## src/rtl/debug_register_reader.sv

```systemverilog
// Snapshot-and-stream readout of the wide debug register as framed 32-bit words.
// Latency: header beat valid the cycle after the request handshake; WORD_NUM+2 beats per dump.
// Backpressure: outData/outLast hold while outValid && !outReady; requests only accepted in IDLE.
//
// Ports:
//   clk, rst          - rising-edge clock, asynchronous active-low reset
//   debugRegister     - live debug register value (DEBUG_WIDTH bits)
//   reqValid/reqReady - dump request handshake, reqTag echoed in the header
//   outValid/outReady - beat handshake; outData payload, outLast marks the checksum beat
//   busy              - a dump is in progress
//   dumpCount         - completed dumps, wraps modulo 2^16
module debug_register_reader #(
  parameter int DEBUG_WIDTH = 1024
) (
  input  logic                   clk,
  input  logic                   rst,
  input  logic [DEBUG_WIDTH-1:0] debugRegister,
  input  logic                   reqValid,
  input  logic [7:0]             reqTag,
  output logic                   reqReady,
  output logic                   outValid,
  input  logic                   outReady,
  output logic [31:0]            outData,
  output logic                   outLast,
  output logic                   busy,
  output logic [15:0]            dumpCount
);

  localparam int          WORD_NUM = (DEBUG_WIDTH + 31) / 32;
  localparam int          PAD_W    = WORD_NUM * 32;
  localparam logic [15:0] WORD_N16 = 16'(WORD_NUM);
  localparam logic [15:0] LAST_IDX = 16'(WORD_NUM - 1);

  typedef enum logic [1:0] {
    S_IDLE     = 2'd0,
    S_HEADER   = 2'd1,
    S_DATA     = 2'd2,
    S_CHECKSUM = 2'd3
  } state_t;

  state_t            r_state;
  logic [PAD_W-1:0]  r_snap;
  logic [7:0]        r_tag;
  logic [15:0]       r_idx;
  logic [31:0]       r_acc;
  logic [31:0]       r_out_data;
  logic [15:0]       r_dump_count;

  logic [PAD_W-1:0]  w_dbg_pad;
  logic [PAD_W-1:0]  w_snap_next;
  logic              w_out_hs;

  // Zero-extend the live value so bits above DEBUG_WIDTH in the final word read as zero.
  always_comb begin
    w_dbg_pad                  = '0;
    w_dbg_pad[DEBUG_WIDTH-1:0] = debugRegister;
  end

  // The snapshot is consumed as a shift register: the next word to send is always in bits [31:0].
  assign w_snap_next = r_snap >> 32;
  assign w_out_hs    = (r_state != S_IDLE) && outReady;

  always_ff @(posedge clk or negedge rst) begin
    if (!rst) begin
      r_state      <= S_IDLE;
      r_snap       <= '0;
      r_tag        <= '0;
      r_idx        <= '0;
      r_acc        <= '0;
      r_out_data   <= '0;
      r_dump_count <= '0;
    end else begin
      case (r_state)
        S_IDLE: begin
          if (reqValid) begin
            r_snap     <= w_dbg_pad;
            r_tag      <= reqTag;
            r_idx      <= '0;
            r_acc      <= '0;
            r_out_data <= {8'hD5, reqTag, WORD_N16};
            r_state    <= S_HEADER;
          end
        end
        S_HEADER: begin
          if (w_out_hs) begin
            r_acc      <= r_acc + r_out_data;
            r_out_data <= r_snap[31:0];
            r_snap     <= w_snap_next;
            r_state    <= S_DATA;
          end
        end
        S_DATA: begin
          if (w_out_hs) begin
            r_acc <= r_acc + r_out_data;
            r_idx <= r_idx + 16'd1;
            if (r_idx == LAST_IDX) begin
              // Checksum beat includes the word being accepted right now.
              r_out_data <= r_acc + r_out_data;
              r_state    <= S_CHECKSUM;
            end else begin
              r_out_data <= r_snap[31:0];
              r_snap     <= w_snap_next;
            end
          end
        end
        S_CHECKSUM: begin
          if (w_out_hs) begin
            r_dump_count <= r_dump_count + 16'd1;
            r_out_data   <= '0;
            r_state      <= S_IDLE;
          end
        end
        default: r_state <= S_IDLE;
      endcase
    end
  end

  // Handshake-side outputs decode the registered state only.
  assign reqReady  = (r_state == S_IDLE);
  assign busy      = (r_state != S_IDLE);
  assign outValid  = (r_state != S_IDLE);
  assign outLast   = (r_state == S_CHECKSUM);
  assign outData   = r_out_data;
  assign dumpCount = r_dump_count;

endmodule
```

## config.mk

```make
export PLATFORM = sky130hd
export DESIGN_NAME = debug_register_reader
export DESIGN_NICKNAME = d
export VERILOG_FILES = /design/src/rtl/debug_register_reader.sv
export SDC_FILE = /design/constraint.sdc
export NUM_CORES = 2
export LEC_CHECK = 0
export BUFFER_PORTS_ARGS = -buffer_cell sky130_fd_sc_hd__buf_2
export CAP_MARGIN = 10
export CORE_AREA = 2 2 422 424
export CTS_CLUSTER_SIZE = 12
export DETAILED_ROUTE_END_ITERATION = 8
export DIE_AREA = 0 0 424 426
export PLACE_DENSITY = 0.47
export RECOVER_POWER = 25
export SLEW_MARGIN = 20
export SYNTH_ARGS = -nofsm -noshare
export SYNTH_HDL_FRONTEND = slang
export SYNTH_SLANG_ARGS = --single-unit
```

## constraint.sdc

```tcl
create_clock -name clk -period 2.69 [get_ports clk]
set_input_delay 0.1345 -clock clk [delete_from_list [all_inputs] [get_ports clk]]
set_output_delay 0.1345 -clock clk [all_outputs]
set_load 0.01 [all_outputs]
```

==> impl_metrics.tcl <==
set metrics [dict create \
    outcome "finished with violations" \
    violations "max-capacitance violations, max-slew violations, negative setup slack" \
    report.final.setup_viol 10 \
    number_of_design_rule_violations_left_by_the_first_detailed_router_iteration 3095 \
    post-route-drc-count 0 \
    ys_types 63 \
    finalCoreUtilization 0.440 \
    ant_nets 0 \
    worstPathMaxFanout 5 \
    ff2ff_setup_slack_ns -0.08 \
    numPortBuffers 1087 \
    fillcell_total 17100 \
    site_rows 154 \
    finalClockSkew_ns 0.0349 \
    grt_pass1_vias 47900 \
    floorplan_die_width_um 424 \
    timing_worst_setup_path_type "register to register" \
    worstPathCellList "ha_4 -> a21oi_2 -> nand2_1 -> o2111ai_4 -> a31oi_2 -> or4b_4 -> a31o_4 -> and4_4 -> o31ai_2 -> o31ai_1" \
    grt_use_total 0.232 \
    yosys_register_bits 1122 \
    synth.cell_area_um2 52000 \
    max-clock-path-buffers 3 \
    power_density_nw_per_um2 1260 \
    layout_worst_path_cycle_share 1.03 \
    finalHoldViolCount 0 \
    final_layout_size_suffix_gt1_frac 0.220 \
    worstSetupEndpointType "register" \
    avgSynthCellArea_um2 10.2 \
    routed-via-count 45600 \
    syn_inst 5087 \
    nets 8314 \
    max_stage_delay_ns 0.54 \
    clockRootBuffer "clkbuf_16" \
    syn_nets 6161 \
    preCtsSetupSlack_ns -0.229 \
    grt_antenna_before_repair 102 \
    area.growth.synth_to_final_pct 48.6 \
    floorplan.initialDensity 0.296 \
    dieArea_um2 181000 \
    fin_crit_ns 2.77 \
    avgRoutedWirePerCell_um 21.9 \
    hold-worst-slack_ns 0.161 \
    min_path_type "input pin to register" \
    finalMaxSlewViolations 16 \
    postSynth.asyncResetShare 1.00 \
    htree_levels 4 \
    critical_path.startpoint_type "register" \
    core-area_um2 176000 \
    cts_tree "yes" \
    dr.pass1.iters 5 \
    cpMaxStageDelayCell "or4b_4" \
    die_h_um 426 \
    rsz_0062_raised_after_global_routing "yes" \
    synth-edff-count 0 \
    clock_sink_count 1122 \
    stdcell_count 9759 \
    synth_seq_area_share 0.540 \
    worstPathArrival_ns 3.42 \
    synth-main-ff-cell "dfrtp_1" \
    grt.overflow.total 0 \
    place_congestion 0.904 \
    timing.max_cap.violations 1 \
    place.detailed.instances 8387 \
    worst_ep_required_time_ns 3.34 \
    total_leakage_power_uw 0.0376 \
    cp_top_family "compound AO/OA/AOI/OAI gates" \
    post_route_wl_um 213000 \
    ioPinCount 1088 \
    vdd_drop_max_v 0.00106 \
    achievable-frequency_mhz 361 \
    avgViaCountPerCell 4.68 \
    max_slew_margin -0.243 \
    cts-buffers-inserted 140 \
    finalWorstSetupSlack_ns -0.0800 \
    yosysWarningCount 0 \
    cts.clk_slew.worst_paths_ns 0.06 \
    cp.buffers_inverters 0 \
    clk-insertion-delay-late_ns 0.79 \
    tightestPinTransition_ns 1.86 \
    wire_length_of_the_first_global_routing_pass_um 312000 \
    grt_max_degree 98 \
    detailed_place_hpwl_um 164000 \
]
-- worst min-delay path, cell delays in order --
cell           delay, ns
dlygate4sd3_1       0.53
buf_2               0.12
nand2b_1            0.05
o21ai_0             0.06
-- area by class of cell --
type | instances | area (um^2) | share of cell area
inverter | 14 | 52.6 | 0.000680
antenna | 73 | 183 | 0.00236
timing repair buffer | 2381 | 18600 | 0.241
clock inverter | 34 | 447 | 0.00578
tap | 2340 | 2930 | 0.0379
clock buffer | 214 | 4130 | 0.0534
sequential | 1122 | 28100 | 0.363
multi-input combinational | 3581 | 22900 | 0.296
-- sequential cells by signal, indices dropped and copies added, names as in the netlist --
name and flops:
dumpCount 16, r_idx 16, outData 32, r_snap 1024, r_acc 32, r_state 2
-- timing repair --
item,in CTS,in global routing
setup buffers,7,6
pin swaps,37,29
hold endpoints to repair,1945,0
setup endpoints to repair,22,149
cloned,0,1
hold buffers,1037,0
resized for setup,35,25
-- where the power goes --
group	internal [uW]	switching [uW]
Clock	11100	7850
Combinational	21600	27600
Sequential	24400	4960
-- per-stage QoR --
step	power, uW	setup TNS (ns)	cell area, um^2
2_1_floorplan	60200	0	52100
3_3_place_gp	76500	-2.09	61900
3_5_place_dp	77300	-2.15	61900
4_1_cts	98300	-0.557	77100
5_1_grt	105000	-10.77	77300
6_report	97600	-0.439	77300
-- per-layer routing --
layer	up-vias	part of all wire	global-route usage
li1	22000	-	-
met1	22000	0.40	0.271
met2	1172	0.52	0.419
met3	407	0.044	0.0440
met4	38	0.034	0.0836
met5	-	0.0011	0
-- worst paths after layout --
check | startpoint | endpoint | cells past startpoint
worst max register to register | outData[4]$_DFFE_PN0P_ | r_acc[31]$_DFFE_PN0P_ | 10
worst min-delay path | debugRegister[1021] | r_snap[1021]$_DFFE_PN0P_ | 4
worst max-delay path | outData[4]$_DFFE_PN0P_ | r_acc[31]$_DFFE_PN0P_ | 10
min in group asynchronous | rst | r_state[0]$_DFFE_PN0P_ | 3
worst min register to register | r_snap[431]$_DFFE_PN0P_ | r_snap[431]$_DFFE_PN0P_ | 2
max in group asynchronous | rst | r_snap[711]$_DFFE_PN0P_ | 3
-- logic make-up after synthesis --
kind of cell             share of synthesized area
XOR/XNOR                                   0.00926
flip-flops                                   0.540
multiplexers                                 0.191
AO/OA/AOI/OAI                                0.125
buffers and inverters                       0.0287
adder cells (fa/ha/maj)                    0.00928
AND/OR/NAND/NOR                             0.0968
-- cells in the final DEF (no fill, tap or decap), types with 12 or more instances in the layout --
cell type and count:
xnor2_1 23, buf_12 68, nand2_1 1087, clkbuf_1 44
a21oi_1 39, buf_2 1087, inv_1 14, dlygate4sd3_1 1036
clkbuf_16 144, nor3_1 15, ha_4 12, ha_1 23
buf_4 167, o21ai_0 1067, dfrtp_1 1121, xor2_1 28
clkbuf_8 28, a22o_1 18, nand2b_1 37, diode_2 73
nand3_1 21, nor2_1 51, mux2i_1 994, a22oi_1 16
-- synthesized netlist by cell type (8+ instances only) --
cell type / number / area [um^2]
dfrtp_1: 1122 / 28100
nand2_1: 1089 / 4090
o21ai_0: 1076 / 5390
mux2i_1: 994 / 9950
clkbuf_1: 329 / 1230
nor2_1: 54 / 203
a21oi_1: 44 / 220
buf_2: 39 / 195
ha_1: 37 / 463
nand2b_1: 37 / 231
xor2_1: 28 / 245
xnor2_1: 27 / 236
nand3_1: 24 / 120
a22o_1: 18 / 158
a22oi_1: 16 / 120
nor3_1: 16 / 80.1
inv_1: 14 / 52.6
and3_1: 11 / 68.8
a21o_1: 10 / 75.1
a221oi_1: 8 / 70.1
o21bai_1: 8 / 60.1
No activity file was read; power rests on OpenSTA's default activity.
